==> src/rtl/sram_ctrl_pkg.sv <==
`timescale 1ns/1ps
// sram_ctrl_pkg
// Shared types and constants for the SRAM port controller (sram_port_ctrl)
// and its read-response buffer (sram_resp_fifo).
//   ctrl_state_e : controller phase, INIT (zero-filling) or RUN (serving requests)
//   RESP_DEPTH   : number of read responses the buffer can hold
//   RESP_CNT_W   : width of an occupancy count covering 0..RESP_DEPTH
package sram_ctrl_pkg;

    typedef enum logic [0:0] {
        INIT = 1'b0,
        RUN  = 1'b1
    } ctrl_state_e;

    localparam int RESP_DEPTH = 2;
    localparam int RESP_CNT_W = $clog2(RESP_DEPTH + 1);

endpackage

==> src/rtl/sram_resp_fifo.sv <==
`timescale 1ns/1ps
// sram_resp_fifo
// Two-entry flop-based FIFO that holds read data captured from the SRAM
// until the consumer takes it. The head entry is always presented on dout.
// There is no bypass from din to dout: data pushed in one cycle is visible
// from the next cycle on.
// Ports:
//   clk, rst_n : clock and asynchronous active-low reset
//   push, din  : write din into the tail (caller guarantees room, or a pop)
//   pop        : discard the head entry (ignored when empty)
//   dout       : head entry data (reset value 0)
//   count      : current occupancy, 0..RESP_DEPTH
module sram_resp_fifo
    import sram_ctrl_pkg::*;
#(
    parameter int WIDTH = 32
) (
    input  logic                  clk,
    input  logic                  rst_n,
    input  logic                  push,
    input  logic                  pop,
    input  logic [WIDTH-1:0]      din,
    output logic [WIDTH-1:0]      dout,
    output logic [RESP_CNT_W-1:0] count
);

    localparam logic [RESP_CNT_W-1:0] FULL_CNT = RESP_CNT_W'(RESP_DEPTH);
    localparam logic [RESP_CNT_W-1:0] ONE_CNT  = RESP_CNT_W'(1);

    logic [WIDTH-1:0] head_q;
    logic [WIDTH-1:0] tail_q;
    logic             pop_ok;
    logic             push_ok;

    // A pop on an empty buffer is dropped; a push into a full buffer is only
    // legal when the head leaves in the same cycle.
    assign pop_ok  = pop && (count != '0);
    assign push_ok = push && ((count != FULL_CNT) || pop_ok);
    assign dout    = head_q;

    // Head/tail storage. On a simultaneous push and pop the occupancy stays
    // the same: with one entry the new word lands straight in the head, with
    // two entries the tail moves up and the new word takes the tail.
    always_ff @(posedge clk or negedge rst_n) begin
        if (!rst_n) begin
            head_q <= '0;
            tail_q <= '0;
            count  <= '0;
        end else begin
            case ({push_ok, pop_ok})
                2'b10: begin
                    if (count == '0) begin
                        head_q <= din;
                    end else begin
                        tail_q <= din;
                    end
                    count <= count + ONE_CNT;
                end
                2'b01: begin
                    head_q <= tail_q;
                    count  <= count - ONE_CNT;
                end
                2'b11: begin
                    if (count == ONE_CNT) begin
                        head_q <= din;
                    end else begin
                        head_q <= tail_q;
                        tail_q <= din;
                    end
                end
                default: begin
                end
            endcase
        end
    end

endmodule

==> src/rtl/sram_port_ctrl.sv <==
`timescale 1ns/1ps
// sram_port_ctrl
// Initiator-side controller for a single-port synchronous SRAM macro whose
// read data is registered one cycle after a read enable. Turns a valid/ready
// request channel into raw SRAM enables, and returns read data through a
// valid/ready response channel backed by a two-entry buffer. Optionally
// zero-fills the whole array after reset before accepting any request.
// Ports:
//   clk, rst_n                  : clock, asynchronous active-low reset
//   req_valid/req_ready         : request handshake
//   req_we, req_addr, req_wdata : write flag, word address, write data
//   resp_valid/resp_ready       : response handshake (head of buffer)
//   resp_rdata                  : read data at buffer head
//   init_done                   : high once the zero-fill has finished
//   sram_en, sram_we            : SRAM enable / write enable
//   sram_addr, sram_wdata       : SRAM address / write data
//   sram_rdata                  : SRAM registered read data
module sram_port_ctrl
    import sram_ctrl_pkg::*;
#(
    parameter int  WIDTH          = 32,
    parameter int  DEPTH          = 256,
    parameter bit  CLEAR_ON_RESET = 1'b1,
    localparam int AW             = $clog2(DEPTH)
) (
    input  logic             clk,
    input  logic             rst_n,
    input  logic             req_valid,
    output logic             req_ready,
    input  logic             req_we,
    input  logic [AW-1:0]    req_addr,
    input  logic [WIDTH-1:0] req_wdata,
    output logic             resp_valid,
    input  logic             resp_ready,
    output logic [WIDTH-1:0] resp_rdata,
    output logic             init_done,
    output logic             sram_en,
    output logic             sram_we,
    output logic [AW-1:0]    sram_addr,
    output logic [WIDTH-1:0] sram_wdata,
    input  logic [WIDTH-1:0] sram_rdata
);

    localparam ctrl_state_e   RESET_STATE = CLEAR_ON_RESET ? INIT : RUN;
    localparam logic [AW-1:0] LAST_ADDR   = AW'(DEPTH - 1);
    localparam logic [2:0]    RESP_LIMIT  = 3'(RESP_DEPTH);

    ctrl_state_e           state;
    logic [AW-1:0]         clr_addr;
    logic                  inflight;
    logic [RESP_CNT_W-1:0] fifo_count;
    logic                  pop;
    logic                  issue;
    logic                  rd_issue;
    logic [2:0]            pending;
    logic                  rd_room;

    // Reads already committed to the buffer are the buffered ones plus the
    // one whose data arrives this cycle; a pop this cycle frees one slot.
    // The result never depends on req_valid, only on the request type.
    assign pop        = resp_valid && resp_ready;
    assign resp_valid = (fifo_count != '0);
    assign pending    = 3'(fifo_count) + 3'(inflight) - 3'(pop);
    assign rd_room    = (pending < RESP_LIMIT);
    assign req_ready  = (state == RUN) && (req_we || rd_room);
    assign issue      = req_valid && req_ready;
    assign rd_issue   = issue && !req_we;

    // Phase control. While clearing, the address counter walks 0..DEPTH-1
    // and holds on the last address so it never wraps; the switch to RUN and
    // init_done both happen on the edge that completes the last write.
    always_ff @(posedge clk or negedge rst_n) begin
        if (!rst_n) begin
            state     <= RESET_STATE;
            clr_addr  <= '0;
            init_done <= !CLEAR_ON_RESET;
        end else if (state == INIT) begin
            if (clr_addr == LAST_ADDR) begin
                state     <= RUN;
                init_done <= 1'b1;
            end else begin
                clr_addr <= clr_addr + 1'b1;
            end
        end
    end

    // The SRAM returns read data one cycle after the enable; this flag marks
    // the cycle in which sram_rdata must be captured into the buffer. Any
    // write issued in that cycle leaves the macro's read register untouched.
    always_ff @(posedge clk or negedge rst_n) begin
        if (!rst_n) begin
            inflight <= 1'b0;
        end else begin
            inflight <= rd_issue;
        end
    end

    // SRAM port drive: zero-fill writes during INIT, otherwise the accepted
    // request passes straight through. Everything is zero when idle.
    always_comb begin
        sram_en    = 1'b0;
        sram_we    = 1'b0;
        sram_addr  = '0;
        sram_wdata = '0;
        if (state == INIT) begin
            sram_en   = 1'b1;
            sram_we   = 1'b1;
            sram_addr = clr_addr;
        end else if (issue) begin
            sram_en    = 1'b1;
            sram_we    = req_we;
            sram_addr  = req_addr;
            sram_wdata = req_wdata;
        end
    end

    sram_resp_fifo #(
        .WIDTH (WIDTH)
    ) u_resp_fifo (
        .clk   (clk),
        .rst_n (rst_n),
        .push  (inflight),
        .pop   (pop),
        .din   (sram_rdata),
        .dout  (resp_rdata),
        .count (fifo_count)
    );

endmodule

==> config.mk <==
export PLATFORM = sky130hd
export DESIGN_NAME = sram_port_ctrl
export DESIGN_NICKNAME = d
export VERILOG_FILES = /design/src/rtl/sram_ctrl_pkg.sv /design/src/rtl/sram_resp_fifo.sv /design/src/rtl/sram_port_ctrl.sv
export SDC_FILE = /design/constraint.sdc
export NUM_CORES = 1
export LEC_CHECK = 0
export BUFFER_PORTS_ARGS = -buffer_cell sky130_fd_sc_hd__buf_2
export CORE_UTILIZATION = 49
export CTS_BUF_LIST = sky130_fd_sc_hd__clkbuf_16
export CTS_CLUSTER_DIAMETER = 60
export DETAILED_ROUTE_END_ITERATION = 10
export MAX_ROUTING_LAYER = met4
export PLACE_DENSITY = 0.91
export SYNTH_ARGS = -nofsm -noshare
export SYNTH_HDL_FRONTEND = slang
export SYNTH_SLANG_ARGS = --single-unit
==> constraint.sdc <==
create_clock -name clk -period 3.6 [get_ports clk]
set_input_delay 0.36 -clock clk [delete_from_list [all_inputs] [get_ports clk]]
set_output_delay 0.36 -clock clk [all_outputs]
set_load 0.05 [all_outputs]
==> key figures, run 1 <==
Yosys
  • Register bit total from synthesis: 77
  • Ys async rst share: 100.0%
  • Most used flip-flop cell after synthesis: dfrtp_1
  • Cell count after synthesis: 336
  • Post-synth net total: 419
  • Yosys warns: 0
  • Post-synthesis area per instance: 11.64 µm²
  • Number of unique standard cell types used by synthesis: 33
  • Post-synth EDFFs: 0
  • Cell Area, Synth: 3913 µm²
  • Register area share after synthesis: 49.25%

Global route
  • Initial antenna violation count: 0
  • Vias in the first global route: 3182
  • Total gr overflow: 0
  • Pin count of the biggest net entering global routing: between 70 and 80
  • First-pass GRT wire length: 15.23 mm
  • GRT Resource Usage Total: 24.07%

Pwr
  • Leakage: ~2.8 nW
  • Power density over the cells: 721.6 nW/µm²
  • Peak supply drop: 0.6000 mV
  • Total power: approximately 3.8 mW

Clocking
  • CTS Buf Count: 9
  • H-tree depth: 3
  • CTS root buf: clkbuf_16
  • Latest clock arrival within the worst-skew pair: 0.33 ns
  • Clk sinks: a little under 80
  • Reg clk slew, reported paths: 0.07 ns
  • Longest Clk Path Bufs: 2
  • CTS tree: yes

Timing
  • Final worst slack: 0.1236 ns
  • Fin crit period: between 3 and 4 ns
  • Fmax: 287.7 MHz
  • Sum Neg Setup Slack: 0 ns
  • Hold Vio Cnt, Final: 0
  • Final setup vio count: 0
  • Final period utilization: a little over nine tenths
  • Slew Viols, Final: 0
  • Hold Slack: 0.1655 ns
  • Final clock skew: approximately 0.012 ns
  • Slew @ Worst Pin: 1.089 ns
  • Relative slew margins: 27.12%

Floorplanning
  • Die width: 91.36 µm
  • FP Rows: 32
  • Vert. Die Dim: between 90 and 100 µm
  • Total core area: 7727 µm²
  • Die area: 8346 µm²
  • Initial core utilization: 50.63%
  • Ports: 154

Setup path
  • CP Class: flip-flop to primary output
  • Reg2reg path depth: 10
  • FF-to-FF setup slack: 1.12 ns
  • CP startpoint kind: flip-flop
  • CP Max Fanout: 6
  • Worst flop-to-flop path endpoint: inflight
  • Crit path DAT: 3.12 ns
  • Crit end category: primary output
  • WP data required: ~3.2 ns
  • Worst r2r src: u_resp_fifo.count[1]

Route
  • DRT iter0 DRCs: 122
  • WL/cell: 16.62 µm
  • Via count: 3194
  • Drt first pass iters: 4
  • Final WL: 9.924 mm
  • Drt via density: 5.350
  • Routed Antenna Nets: 0
  • DR DRC count: 0

Placement
  • DP Cell Count: about 570
  • Cell Area, Placed: 4654 µm²
  • PortBufs: 153
  • Setup WS pre-CTS: 0.2418 ns
  • Hpwl dp: 6.347 mm
  • Final GP Congestion: 0.9141

Outcome
  • Outcome: finished clean

Final layout
  • Finished Layout Cells: 597
  • Most frequent cells in the layout: 112 x buf_2, 76 x dfrtp_1, 42 x nor2_1, 36 x a21oi_1
  • Commonest non-fill, non-tap cell in the layout: buf_2
  • Share of cells above drive strength 1: 45.25%
  • Layout Nets: between 500 and 600
  • Antenna fix cells: 0
  • Post-route cell area: between 5000 and 6000 µm²
  • Core Util, Final: roughly two thirds
  • Area grow syn2layout: 33.51%

Run
  • Max_cap viols: 0

Hold path
  • Hold crit path type: input pin to asynchronous set/reset pin
where the power goes:
| group | switching [mW] | total (mW) | leakage, nW | internal (mW) |
|---|---|---|---|---|
| Combinational | 1.17 | 1.61 | 1.70 | 0.435 |
| Sequential | 0.121 | 1.19 | 0.971 | 1.07 |
| Clock | 0.361 | 0.971 | 0.150 | 0.610 |
| Total | 1.65 | 3.77 | 2.82 | 2.12 |
metal layers:
layer,part of all wire [%],GRT usage (%),wire [µm]
met1,39,26.69,3899
met3,6.1,6.365,610
met5,0,-,0
met2,50,41.48,4994
met4,4.2,9.259,419
state kept, by name, summed over array words and instances (netlist names):
register	cells
clr_addr	8
inflight	1
init_done	1
state	1
u_resp_fifo.count	2
u_resp_fifo.dout	32
u_resp_fifo.tail_q	32
cell usage after synthesis (2+ instances only):
cell type,number,area share (%)
nand2_1,11,1.1
and2_1,33,5.3
a22o_1,7,1.6
dfrtp_1,77,49
mux2_4,30,12
inv_1,8,0.77
nor3_1,2,0.26
mux2_2,4,1.2
xnor2_1,2,0.45
nor2_1,42,4.0
buf_2,6,0.77
clkbuf_2,2,0.26
nor2b_1,4,0.64
nand3_1,3,0.38
buf_6,11,3.2
ha_1,5,1.6
a31oi_1,3,0.48
a21oi_1,36,4.6
a21o_1,2,0.38
mux2i_1,35,9.0
worst max path at each step:
stage                          from             end  slack [ns]  cells past startpoint
6_report       u_resp_fifo.count[1]    sram_addr[6]        0.12                     11
5_1_grt        u_resp_fifo.count[1]    sram_addr[6]       -0.01                     11
4_1_cts        u_resp_fifo.count[1]    sram_addr[2]       0.001                     11
3_5_place_dp   u_resp_fifo.count[1]   sram_wdata[6]        0.24                     11
3_3_place_gp   u_resp_fifo.count[1]  sram_wdata[25]        0.44                     11
2_1_floorplan  u_resp_fifo.count[1]    sram_addr[0]        0.54                     11
logic make-up (layout without fill, tap and decap cells):
| group | after synthesis | after routing | synth area share (%) |
|---|---|---|---|
| AND/OR/NAND/NOR | 104 | 111 | 13.88 |
| flip-flops | 77 | 77 | 49.25 |
| multiplexers | 69 | 69 | 21.62 |
| AO/OA/AOI/OAI | 50 | 51 | 7.515 |
| buffers and inverters | 27 | 178 | 4.957 |
| adder cells (fa/ha/maj) | 6 | 6 | 2.111 |
| XOR/XNOR | 3 | 3 | 0.6717 |
cell type report:
type,count,area (µm²)
fill,589,2504
multi-input combinational,240,1914
inverter,8,30.03
clock buffer,9,225.2
tap,102,127.6
clock inverter,7,96.34
timing repair buffer,154,902.1
sequential,77,1928
timing repair:
item / CTS / global route
pin swaps: 2 / 7
cloned: 3 / 5
endpoints found under the hold margin: 0 / 0
hold buffers: 0 / 0
setup buffers: 0 / 0
resized for setup: 41 / 24
setup endpoints to repair: 40 / 40
worst max-delay path, cell delays in order, from the launching register on:
cell	delay [ns]
dfrtp_2	0.45
inv_2	0.11
ha_2	0.20
nand2b_4	0.15
inv_1	0.09
ha_1	0.29
nor2b_2	0.15
fa_2	0.51
o21bai_4	0.22
and3_4	0.27
a22o_1	0.15
buf_4	0.20
Power figures use the tool's default switching activity.
==> inputs of run 2 (changes only) <==
--- a/config.mk
+++ b/config.mk
@@ -6,12 +6,12 @@
 export NUM_CORES = 1
 export LEC_CHECK = 0
 export BUFFER_PORTS_ARGS = -buffer_cell sky130_fd_sc_hd__buf_2
-export CORE_UTILIZATION = 49
+export CORE_UTILIZATION = 25
 export CTS_BUF_LIST = sky130_fd_sc_hd__clkbuf_16
 export CTS_CLUSTER_DIAMETER = 60
 export DETAILED_ROUTE_END_ITERATION = 10
 export MAX_ROUTING_LAYER = met4
-export PLACE_DENSITY = 0.91
+export PLACE_DENSITY = 0.58
 export SYNTH_ARGS = -nofsm -noshare
 export SYNTH_HDL_FRONTEND = slang
 export SYNTH_SLANG_ARGS = --single-unit
==> key figures, run 2 (synthesis results as in run 1) <==
Outcome
  • Outcome: finished clean (unchanged)

Clocking
  • Post-CTS Setup Repair Bufs: 0 (unchanged)
  • Latest clock arrival within the worst-skew pair: 0.34 ns (was 0.33 ns)
  • CTS tree: yes (unchanged)
  • H-tree depth: 3 (unchanged)
  • Reg clk slew, reported paths: 0.06 ns (was 0.07 ns)
  • Clk sinks: 77 (unchanged)
  • CTS root buf: clkbuf_16 (unchanged)
  • Longest Clk Path Bufs: 2 (unchanged)
  • CTS Buf Count: 9 (unchanged)

Timing
  • Final setup vio count: 0 (unchanged)
  • Final period utilization: 97.23% (was 96.57%)
  • Fmax: 285.7 MHz (was 287.7 MHz)
  • Hold Vio Cnt, Final: 0 (unchanged)
  • Final worst slack: 0.09958 ns (was 0.1236 ns)
  • Relative slew margins: 23.71% (was 27.12%)
  • Fin crit period: 3.500 ns (was 3.476 ns)
  • Sum Neg Setup Slack: 0 ns (unchanged)
  • Slew @ Worst Pin: 1.140 ns (was 1.089 ns)
  • Slew Viols, Final: 0 (unchanged)
  • Final clock skew: 0.01072 ns (was 0.01156 ns)

Route
  • Drt first pass iters: 4 (unchanged)
  • DR top layer: met4 (unchanged)
  • DRT iter0 DRCs: 146 (was 122)
  • Metal2 WL: 5.353 mm (was 4.994 mm)
  • WL/cell: 15.14 µm (was 16.62 µm)
  • Drt via density: 4.500 (was 5.350)
  • Routed Antenna Nets: 0 (unchanged)
  • M1 WL: 4.306 mm (was 3.899 mm)
  • DR DRC count: 0 (unchanged)
  • Met3 wire len: 642 µm (was 610 µm)
  • Final WL: 10.69 mm (was 9.924 mm)
  • Via count: 3177 (was 3194)

Setup path
  • WP data required: 3.24 ns (about the same)
  • Max stage delay cell, worst path: fa_2 (unchanged)
  • CP Max Fanout: 5 (was 6)
  • Crit path DAT: 3.14 ns (was 3.12 ns)
  • Reg2reg path depth: 10 (unchanged)
  • Critical path cell sequence: inv_2 -> ha_2 -> nand2b_4 -> inv_1 -> ha_1 -> nor2b_1 -> fa_2 -> o21bai_4 -> and3_4 -> and2_1 -> clkbuf_4 (was inv_2 -> ha_2 -> nand2b_4 -> inv_1 -> ha_1 -> nor2b_2 -> fa_2 -> o21bai_4 -> and3_4 -> a22o_1 -> buf_4)
  • CP max stage delay: 0.51 ns (about the same)
  • CP startpoint kind: flip-flop (unchanged)
  • Crit end category: primary output (unchanged)
  • CP Class: flip-flop to primary output (unchanged)

Final layout
  • Area grow syn2layout: 36.90% (was 33.51%)
  • Fillers: 1520 (was 589)
  • Finished Layout Cells: 706 (was 597)
  • Layout Nets: 572 (was 573)
  • Most frequent cells in the layout: 112 x buf_2, 76 x dfrtp_1, 42 x nor2_1, 36 x a21oi_1, 35 x mux2i_1 (was 112 x buf_2, 76 x dfrtp_1, 42 x nor2_1, 36 x a21oi_1)
  • Core Util, Final: 35.10% (was 67.60%)
  • Share of cells above drive strength 1: 44.94% (was 45.25%)
  • Commonest non-fill, non-tap cell in the layout: buf_2 (unchanged)

Floorplanning
  • Initial core utilization: 25.64% (was 50.63%)
  • Die width: 127.1 µm (was 91.36 µm)
  • Ports: 154 (unchanged)
  • Die area: 16150 µm² (was 8346 µm²)
  • Total core area: 15260 µm² (was 7727 µm²)
  • Vert. Die Dim: 127.1 µm (was 91.36 µm)
  • FP Rows: 45 (was 32)

Pwr
  • Comb pwr share: 41.8% (was 42.6%)
  • Peak supply drop: 0.4443 mV (was 0.6000 mV)
  • Total power: 3.856 mW (was 3.770 mW)
  • Flop pwr share: 30.8% (was 31.6%)
  • Net Sw Frac: 43.28% (was 43.86%)
  • Leakage: 2.820 nW (was 2.822 nW)
  • Power density over the cells: 720.0 nW/µm² (was 721.6 nW/µm²)
  • Total internal power: 2.187 mW (was 2.116 mW)
  • Clock power share: 27.4% (was 25.7%)
  • Sw Pwr: 1.669 mW (was 1.653 mW)

Global route
  • Initial antenna violation count: 1 (was 0)
  • Pin count of the biggest net entering global routing: 78 (unchanged)
  • Vias in the first global route: 3035 (was 3182)
  • First-pass GRT wire length: 15.57 mm (was 15.23 mm)
  • Total gr overflow: 0 (unchanged)
  • GRT Resource Usage Total: 13.02% (was 24.07%)

Placement
  • Setup WS pre-CTS: 0.2585 ns (was 0.2418 ns)
  • DP Cell Count: 682 (was 573)
  • PortBufs: 153 (unchanged)
  • Hpwl dp: 6.835 mm (was 6.347 mm)
  • Final GP Congestion: 0.7512 (was 0.9141)

Hold path
  • Hold crit path type: input pin to asynchronous set/reset pin (unchanged)

Run
  • Max_cap viols: 0 (unchanged)
## run 2: worst paths after layout
check / startpoint / end / slack (ns)
min in group clk: req_we / inflight / 0.24
max in group asynchronous: rst_n / u_resp_fifo.count[1] / 2.74
max reg2reg: u_resp_fifo.count[1] / inflight / 1.10
min: rst_n / clr_addr[6] / 0.19
min reg2reg: init_done / init_done / 0.46
max: u_resp_fifo.count[1] / sram_wdata[0] / 0.1
## run 2: critical path, delay by kind of cell (launching register included)
family                   cells  cell delay, ns
AO/OA/AOI/OAI                1            0.21
flip-flops                   1            0.45
adder cells (fa/ha/maj)      3            1.00
AND/OR/NAND/NOR              4            0.70
buffers and inverters        3            0.43
## run 2: layer usage
layer / vias to the layer above / GRT usage, %
li1: 1476 / -
met1: 1511 / 13.64
met2: 163 / 23.11
met3: 27 / 3.811
met4: 0 / 4.902
met5: - / -
## run 2: power by group through the flow
stage | clock [mW] | combinational, mW | sequential, mW
after floorplan | 0 | 0.533 | 1.84
after detailed placement | 0 | 1.55 | 1.20
after global placement | 0 | 1.53 | 1.19
after global routing | 1.12 | 1.73 | 1.21
final | 1.06 | 1.61 | 1.19
after CTS | 1.08 | 1.55 | 1.19
## run 2: cell type report
type	count	area [µm²]	share of cell area [%]
multi-input cells	239	1901	35.48
diodes	1	2.502	0.04672
repair buffers	154	887.1	16.56
clock buffers	9	225.2	4.205
inverters	8	30.03	0.5606
clock inverters	7	118.9	2.219
well taps	211	264.0	4.929
flip-flops and latches	77	1928	36.00
## run 2: what timing repair did
| item | CTS | global route |
|---|---|---|
| gates resized for setup | 4 | 71 |
| pin swaps | 1 | 6 |
| hold buffers | 0 | 0 |
| cloned | 1 | 6 |
| setup endpoints to repair | 40 | 40 |
## run 2: metrics by stage
stage / hold WS, ns / area [µm²]
after floorplan: 0.06441 / 3913
after global placement: 0.4506 / 4791
after CTS: 0.2046 / 5154
final: 0.1876 / 5356
after detailed placement: 0.4541 / 4791
after global routing: 0.2450 / 5356
==> inputs of run 3 (changes only) <==
--- a/config.mk
+++ b/config.mk
@@ -7,8 +7,8 @@
 export LEC_CHECK = 0
 export BUFFER_PORTS_ARGS = -buffer_cell sky130_fd_sc_hd__buf_2
 export CORE_UTILIZATION = 25
-export CTS_BUF_LIST = sky130_fd_sc_hd__clkbuf_16
 export CTS_CLUSTER_DIAMETER = 60
+export CTS_CLUSTER_SIZE = 16
 export DETAILED_ROUTE_END_ITERATION = 10
 export MAX_ROUTING_LAYER = met4
 export PLACE_DENSITY = 0.58
==> key figures, run 3 (synthesis results as in run 1) <==
Floorplanning
  • Die area: 16150 µm² (unchanged)
  • Vert. Die Dim: 127.1 µm (unchanged)
  • Ports: 154 (unchanged)
  • FP Rows: 45 (unchanged)
  • Total core area: 15260 µm² (unchanged)
  • Die width: 127.1 µm (unchanged)
  • Initial core utilization: 25.64% (unchanged)

Timing
  • Final worst slack: 0.09975 ns (was 0.09958 ns)
  • Fin crit period: 3.500 ns (about the same)
  • Final period utilization: 97.23% (about the same)
  • Relative slew margins: 23.80% (was 23.71%)
  • Slew Viols, Final: 0 (unchanged)
  • Slew @ Worst Pin: 1.139 ns (was 1.140 ns)
  • Hold Vio Cnt, Final: 0 (unchanged)
  • Final clock skew: 0.01137 ns (was 0.01072 ns)
  • Final setup vio count: 0 (unchanged)
  • Fmax: 285.7 MHz (about the same)

Final layout
  • Register area: 1928 µm² (unchanged)
  • Layout Nets: 572 (unchanged)
  • Area grow syn2layout: 37.16% (was 36.90%)
  • Multi-input gate area: 1901 µm² (unchanged)
  • Commonest non-fill, non-tap cell in the layout: buf_2 (unchanged)
  • Most frequent cells in the layout: 112 x buf_2, 76 x dfrtp_1, 42 x nor2_1, 36 x a21oi_1, 35 x mux2i_1 (unchanged)
  • Share of cells above drive strength 1: 45.14% (was 44.94%)
  • Fillers: 1522 (was 1520)
  • Post-route cell area: 5366 µm² (was 5356 µm²)

Pwr
  • Total power: 3.880 mW (was 3.856 mW)
  • Power density over the cells: 723.1 nW/µm² (was 720.0 nW/µm²)
  • Leakage: 2.826 nW (was 2.820 nW)
  • Peak supply drop: 0.4443 mV (about the same)

Clocking
  • Latest clock arrival within the worst-skew pair: 0.34 ns (about the same)
  • Longest Clk Path Bufs: 2 (unchanged)
  • CTS tree: yes (unchanged)
  • H-tree depth: 3 (unchanged)
  • Reg clk slew, reported paths: 0.06 ns (about the same)
  • Clk sinks: 77 (unchanged)
  • CTS Buf Count: 9 (unchanged)
  • CTS root buf: clkbuf_16 (unchanged)
  • Post-CTS Hold Buffers: 0 (unchanged)

Setup path
  • Critical path cell sequence: inv_2 -> ha_2 -> nand2b_4 -> inv_1 -> ha_1 -> nor2b_1 -> fa_2 -> o21bai_4 -> and3_4 -> and2_1 -> clkbuf_4 (unchanged)
  • CP startpoint kind: flip-flop (unchanged)
  • CP Class: flip-flop to primary output (unchanged)
  • CP Max Fanout: 5 (unchanged)
  • Crit path DAT: 3.14 ns (about the same)
  • WP data required: 3.24 ns (about the same)
  • Crit end category: primary output (unchanged)
  • CP max stage delay: 0.51 ns (about the same)
  • Max stage delay cell, worst path: fa_2 (unchanged)

Outcome
  • Outcome: finished clean (unchanged)

Placement
  • PortBufs: 153 (unchanged)
  • Setup WS pre-CTS: 0.2585 ns (unchanged)
  • Cell Area, Placed: 4791 µm² (unchanged)
  • Hpwl dp: 6.835 mm (unchanged)
  • Final GP Congestion: 0.7512 (unchanged)

Route
  • Final WL: 10.69 mm (about the same)
  • WL/cell: 15.14 µm (about the same)
  • Via count: 3163 (was 3177)
  • Routed Antenna Nets: 0 (unchanged)
  • Drt first pass iters: 4 (unchanged)
  • Drt via density: 4.480 (was 4.500)
  • DR DRC count: 0 (unchanged)
  • DRT iter0 DRCs: 152 (was 146)

Global route
  • Pin count of the biggest net entering global routing: 78 (unchanged)
  • Vias in the first global route: 3035 (unchanged)
  • First-pass GRT wire length: 15.57 mm (unchanged)
  • GRT Resource Usage Total: 13.02% (unchanged)
  • Initial antenna violation count: 1 (unchanged)
  • Total gr overflow: 0 (unchanged)

Hold path
  • Hold crit path type: input pin to asynchronous set/reset pin (unchanged)

Run
  • Max_cap viols: 0 (unchanged)
==> run 3: metrics by stage <==
stage	util, %	std cells	setup TNS, ns	hold slack [ns]
global placement	31.40	682	0	0.4506
global route	35.17	706	-0.3287	0.2450
floorplan	-	336	0	0.06441
finish	35.17	706	0	0.1859
CTS	33.84	699	-0.006675	0.2046
detailed placement	31.40	682	0	0.4541
==> run 3: critical path: cells and delay by family, from the launching register on <==
| kind | cells | cell delay, ns |
|---|---|---|
| AND/OR/NAND/NOR | 4 | 0.70 |
| AO/OA/AOI/OAI | 1 | 0.21 |
| adder cells (fa/ha/maj) | 3 | 1.00 |
| flip-flops | 1 | 0.45 |
| buffers and inverters | 3 | 0.43 |
==> run 3: worst paths after layout <==
path	from	end	slack, ns	cells past startpoint
min reg2reg	init_done	init_done	0.46	1
max	u_resp_fifo.count[1]	sram_wdata[0]	0.1	11
max reg2reg	u_resp_fifo.count[1]	inflight	1.10	10
max in group asynchronous	rst_n	u_resp_fifo.count[1]	2.74	1
min	rst_n	clr_addr[6]	0.19	1
min in group clk	req_we	inflight	0.24	2
==> run 3: metal layers <==
metal,share of wire [%],GRT usage (%)
met3,6.1,3.811
met5,0,-
met2,50,23.11
met4,3.6,4.902
met1,40,13.64
==> run 3: final cells by class <==
| type | instances | share of cell area, % |
|---|---|---|
| sequential | 77 | 35.93 |
| multi-input combinational | 239 | 35.42 |
| timing repair buffer | 154 | 16.53 |
| tap | 211 | 4.920 |
| clock buffer | 10 | 4.453 |
| clock inverter | 6 | 2.145 |
| inverter | 8 | 0.5596 |
| antenna | 1 | 0.04663 |
==> run 3: power by group <==
part,switching [mW],internal [mW],total (mW)
registers,0.117,1.07,1.19
clock network,0.379,0.701,1.08
logic,1.18,0.436,1.61
==> run 3: timing repair <==
action | 4_1_cts | 5_1_grt
resized for setup | 4 | 71
cloned | 1 | 6
buffers inserted | 0 | 0
endpoints found under the setup margin | 40 | 40
pin swaps | 1 | 6
